**src/rtl/fx_master.sv**
```systemverilog
// rtl/fx_master.sv - byte-stream command parser driving single fx_wr/fx_rd strobes on the fx register bus
module fx_master #(
    parameter logic [15:0] TIMEOUT  = 16'd50000,
    parameter bit          WR_ACK   = 1'b1,
    parameter logic [7:0]  ACK_BYTE = 8'h06
) (
    input  logic        clk_sys,
    input  logic        rst_n,
    input  logic [7:0]  rx_data,
    input  logic        rx_valid,
    output logic        rx_ready,
    output logic [7:0]  tx_data,
    output logic        tx_valid,
    input  logic        tx_ready,
    output logic [21:0] fx_waddr,
    output logic        fx_wr,
    output logic [7:0]  fx_data,
    output logic [21:0] fx_raddr,
    output logic        fx_rd,
    input  logic [7:0]  fx_q,
    output logic        busy,
    output logic        err_timeout,
    output logic        err_opcode
);

    localparam logic [7:0] OP_WR = 8'h57;
    localparam logic [7:0] OP_RD = 8'h52;

    typedef enum logic [3:0] {
        IDLE, ADR2, ADR1, ADR0, DATA, WRITE, READ, RCAP, RESP
    } state_t;

    state_t      state, state_nx;
    logic        wr_flag;
    logic [21:0] addr;
    logic [7:0]  data_r;
    logic [7:0]  resp;
    logic [15:0] cnt;
    logic        err_to_r, err_op_r;
    logic        accept, waiting, to_hit, bad_op, good_op;

    assign waiting  = (state == ADR2) || (state == ADR1) || (state == ADR0) || (state == DATA);
    assign rx_ready = (state == IDLE) || waiting;
    assign accept   = rx_valid && rx_ready;
    assign good_op  = (rx_data == OP_WR) || (rx_data == OP_RD);
    assign bad_op   = (state == IDLE) && accept && !good_op;
    // A byte arriving on the very cycle the limit is reached still wins over the abort.
    assign to_hit   = (TIMEOUT != 16'd0) && waiting && !accept && (cnt >= TIMEOUT - 16'd1);

    always_ff @(posedge clk_sys or negedge rst_n) begin
        if (!rst_n) state <= IDLE;
        else        state <= state_nx;
    end

    always_comb begin
        state_nx = state;
        case (state)
            IDLE:    if (accept && good_op) state_nx = ADR2;
            ADR2:    if (accept) state_nx = ADR1;
            ADR1:    if (accept) state_nx = ADR0;
            ADR0:    if (accept) state_nx = wr_flag ? DATA : READ;
            DATA:    if (accept) state_nx = WRITE;
            WRITE:   state_nx = WR_ACK ? RESP : IDLE;
            READ:    state_nx = RCAP;
            RCAP:    state_nx = RESP;
            RESP:    if (tx_ready) state_nx = IDLE;
            default: state_nx = IDLE;
        endcase
        if (to_hit) state_nx = IDLE;
    end

    always_ff @(posedge clk_sys or negedge rst_n) begin
        if (!rst_n) begin
            wr_flag  <= 1'b0;
            addr     <= 22'h0;
            data_r   <= 8'h0;
            resp     <= 8'h0;
            cnt      <= 16'h0;
            err_to_r <= 1'b0;
            err_op_r <= 1'b0;
        end else begin
            err_to_r <= to_hit;
            err_op_r <= bad_op;
            if (accept || !waiting) cnt <= 16'h0;
            else if (cnt != 16'hFFFF) cnt <= cnt + 16'd1;
            if (accept) begin
                case (state)
                    IDLE:    wr_flag      <= (rx_data == OP_WR);
                    ADR2:    addr[21:16]  <= rx_data[5:0];
                    ADR1:    addr[15:8]   <= rx_data;
                    ADR0:    addr[7:0]    <= rx_data;
                    DATA:    data_r       <= rx_data;
                    default: ;
                endcase
            end
            if (state == WRITE && WR_ACK) resp <= ACK_BYTE;
            if (state == RCAP)            resp <= fx_q;
        end
    end

    assign fx_waddr    = addr;
    assign fx_raddr    = addr;
    assign fx_data     = data_r;
    assign fx_wr       = (state == WRITE);
    assign fx_rd       = (state == READ);
    assign tx_data     = resp;
    assign tx_valid    = (state == RESP);
    assign busy        = (state != IDLE);
    assign err_timeout = err_to_r;
    assign err_opcode  = err_op_r;

endmodule

```
**config.mk**
```make
export PLATFORM = sky130hd
export DESIGN_NAME = fx_master
export DESIGN_NICKNAME = d
export VERILOG_FILES = /design/src/rtl/fx_master.sv
export SDC_FILE = /design/constraint.sdc
export NUM_CORES = 1
export LEC_CHECK = 0
export ABC_CLOCK_PERIOD_IN_PS = 4550
export CORE_MARGIN = 2
export CORE_UTILIZATION = 30
export DETAILED_ROUTE_END_ITERATION = 7
export GPL_TIMING_DRIVEN = 0
export HOLD_SLACK_MARGIN = 0.05
export PLACE_DENSITY = 0.54
export SLEW_MARGIN = 20
export SYNTH_ARGS = -nofsm -noshare
export SYNTH_HDL_FRONTEND = slang
export SYNTH_SLANG_ARGS = --single-unit
export TNS_END_PERCENT = 100
```
**constraint.sdc**
```tcl
create_clock -name clk_sys -period 4.55 [get_ports clk_sys]
set_clock_uncertainty 0.05 [all_clocks]
set_input_delay 0.91 -clock clk_sys [delete_from_list [all_inputs] [get_ports clk_sys]]
set_output_delay 0.91 -clock clk_sys [all_outputs]
set_load 0.005 [all_outputs]
```
==> summary.md <==
| Metric | Value |
|---|---|
| H-tree depth | 3 |
| CP endpoint kind | output pin |
| CP delay by family, top | buffers and inverters |
| Drt pass-1 iters | 4 |
| Worst hold margin | 0.387 ns |
| Synth top area share | 48.9% |
| Status | finished clean |
| Worst Path Buf+Inv | 3 |
| Worst path arrival time | 2.30 ns |
| Synthesis warning total | 0 |
| Pre-CTS setup slack | 1.64 ns |
| Vias | 2415 |
| Die Span Y | 106 um |
| PwrDens | 560 nW/um^2 |
| PostCTS Resize Cnt | 0 |
| Reg2Reg Setup Slack | 2.57 ns |
| Total clock buffers created by CTS | 9 |
| Slowest cell on the critical path | clkdlybuf4s50_1 |
| Critical Path Source Type | flop |
| Top_reg_cell synth | dfrtp_1 |
| Worst path max stage delay | 0.51 ns |
| Detailed Place HPWL | 5.36 mm |
| Clock edge transition at the registers on the reported setup and hold paths | 0.08 ns |
| CTS max path bufs | 2 |
| Synth area leader | dfrtp_1 |
| Tightest Hold Check Type | in -> async |
| Setup Viol. Count Final | 0 |
| Post-synth ARST share | 100% |
| Minimum clock period | 3.26 ns |
| Vias in the first global route | 2556 |
| Setup Buffers After CTS | 0 |
| Dominant cells by area after synthesis | dfrtp_1 49%, mux2_2 10%, buf_4 5.5% |
| RePlAce Congestion | 0.791 |
| Final worst slack | 1.29 ns |
| Crit Path Class | reg -> out |
| DP Area | 4170 um^2 |
| Slew margin rel. | 66.2% |
| Peak supply drop | 337 uV |
| Die W | 106 um |
| Max-cap viol count | 0 |
| Core footprint | 10200 um^2 |
| Global-route wire length before repair | 12.7 mm |
| FP Rows | 37 |
| Area growth syn-to-layout | 40.2% |
| Largest net degree at the start of global routing | 45 |
| Critical R2R Launch | cnt[0] |
| FMAX | 306 MHz |
| Syn nets | 305 |
| Diode count | 0 |
| CTS Sinks | 61 |
| Lkg Pwr | 1.90 nW |
| Die Area | 11200 um^2 |
| Final hold vios | 0 |
| Wire per inst | 14.4 um |
| Post-route ant nets | 0 |
| Final-report max-slew violation count | 0 |
| Post-route DRC | 0 |
| Fin cells | 522 |
| CTS root buffer | clkbuf_8 |
| Initial DRC Count | 61 |
| # IOs | 87 |
| Period Utilization, post-route | 71.7% |
| PortBufs | 85 |
| Hold-fix buffers, CTS | 0 |
| CP Depth | 6 |
| Total global routing overflow | 0 |
| Post-synthesis cell area | 3120 um^2 |
| Gr usage total | 14.3% |
| Least-Margin Pin Slew | 0.506 ns |
| Clock latency on the worst-skew pair | 0.34 ns |
| Reg2reg end | cnt[1] |
| Placed Cells | 506 |
| Cells after Synth | 284 |
| Netlist cell types | 55 |
| CP max FO | 10 |
| Nets@finish | 402 |
| Seq/Total Area, Yosys | 48.9% |
| RSZ-0062 raised after global routing | no |
| Mean Syn Cell Area | 11.0 um^2 |
| Worst-case reg-to-reg path depth | 6 |
| Routed Wire Length | 7.53 mm |
| Yosys reg bits | 61 |
| CTS tree | yes |
| Layout cells sized above 1 | 24.6% |
| Via density | 4.63 |
| CP cell instances | buf_2 -> nor2b_1 -> nand2_1 -> clkbuf_1 -> nor2_1 -> clkdlybuf4s50_1 |
| Starting Density | 30.5% |
| Post-Layout Inst Area | 4380 um^2 |
| Antenna violations before repair | 0 |
| Fin Setup TNS | 0 ns |
| CP required | 3.59 ns |
| Post-synth EDFFs | 0 |
-- final cells by class --
class	count	area, um^2
Timing Repair Buffer	86	876
Tap cell	136	170
Clock buffer	10	138
Clock inverter	6	71.3
Sequential cell	61	1530
Fill cell	997	5850
Multi-Input combinational cell	182	1320
Inverter	5	18.8
Buffer	36	258
-- cells by family (layout without fill, tap and decap cells) --
| logic type | Yosys count | in the layout | share of synthesized area, % |
|---|---|---|---|
| flip-flops | 61 | 61 | 48.9 |
| multiplexers | 35 | 35 | 12.4 |
| AND/OR/NAND/NOR | 96 | 96 | 16.7 |
| XOR/XNOR | 1 | 1 | 0.281 |
| buffers and inverters | 41 | 143 | 8.86 |
| AO/OA/AOI/OAI | 49 | 49 | 12.5 |
| adder cells (fa/ha/maj) | 1 | 1 | 0.401 |
-- sequential cells by signal, indices dropped and copies added (netlist names) --
register and cells:
fx_raddr 22, cnt 16, fx_data 8, tx_data 8
state 4, err_opcode 1, err_timeout 1, wr_flag 1
-- worst register-to-register path: cells and delay by family (launching register included) --
kind                     cells  cell delay [ns]
flip-flops                   1             0.39
adder cells (fa/ha/maj)      1             0.22
buffers and inverters        1             0.22
AND/OR/NAND/NOR              3             0.76
AO/OA/AOI/OAI                1             0.22
-- worst max path at each step --
| stage | from | endpoint | slack, ns |
|---|---|---|---|
| 2_1_floorplan | state[2] | fx_wr | 2.40 |
| 3_3_place_gp | rst_n | fx_raddr[6] | 0.43 |
| 3_5_place_dp | state[2] | fx_wr | 1.64 |
| 4_1_cts | state[2] | fx_wr | 1.26 |
| 5_1_grt | state[2] | fx_wr | 1.05 |
| 6_report | state[2] | fx_wr | 1.29 |
-- Yosys cell counts (all sizes together) (6+ instances only) --
| library cell | number |
|---|---|
| a21oi | 7 |
| and3 | 6 |
| buf | 33 |
| dfrtp | 61 |
| mux2 | 29 |
| mux2i | 6 |
| nand2 | 38 |
| nand2b | 6 |
| nand3 | 7 |
| nor2 | 12 |
| o21ai | 17 |
-- per-layer routing --
metal  global-route usage, %  wire [um]  vias to the layer above
met2                    21.9       3380                       75
met4                    4.32         57                        0
met5                       0          0                        -
met1                    17.9       3470                     1143
met3                    6.81        618                        8
li1                        -          -                     1189
-- where the power goes --
part | internal [mW] | leakage (nW) | switching, mW | total, mW
sequential | 0.715 | 0.777 | 0.118 | 0.832
clock | 0.271 | 0.0991 | 0.233 | 0.505
combinational | 0.724 | 1.03 | 0.389 | 1.11
total | 1.71 | 1.90 | 0.740 | 2.45
-- through the flow --
stage | utilization [%] | power (mW)
6_report | 42.8 | 2.45
2_1_floorplan | - | 1.32
4_1_cts | 42.8 | 2.49
3_5_place_dp | 40.7 | 1.96
3_3_place_gp | 40.5 | 1.95
5_1_grt | 42.8 | 2.63
-- cell usage in the layout (no fill, tap or decap), types with 3 or more instances in the layout --
| master | count |
|---|---|
| a2111o_1 | 3 |
| a211oi_1 | 3 |
| a21oi_1 | 5 |
| and3_1 | 5 |
| buf_2 | 5 |
| buf_4 | 24 |
| buf_6 | 4 |
| clkbuf_1 | 3 |
| clkbuf_8 | 10 |
| clkdlybuf4s50_1 | 84 |
| dfrtp_1 | 61 |
| inv_1 | 5 |
| mux2_2 | 29 |
| mux2i_1 | 6 |
| nand2_1 | 37 |
| nand2b_1 | 6 |
| nand3_1 | 7 |
| nand4_1 | 4 |
| nor2_1 | 11 |
| nor2b_1 | 5 |
| nor3_1 | 4 |
| o21ai_0 | 17 |
(Power assumes the default switching activity.)
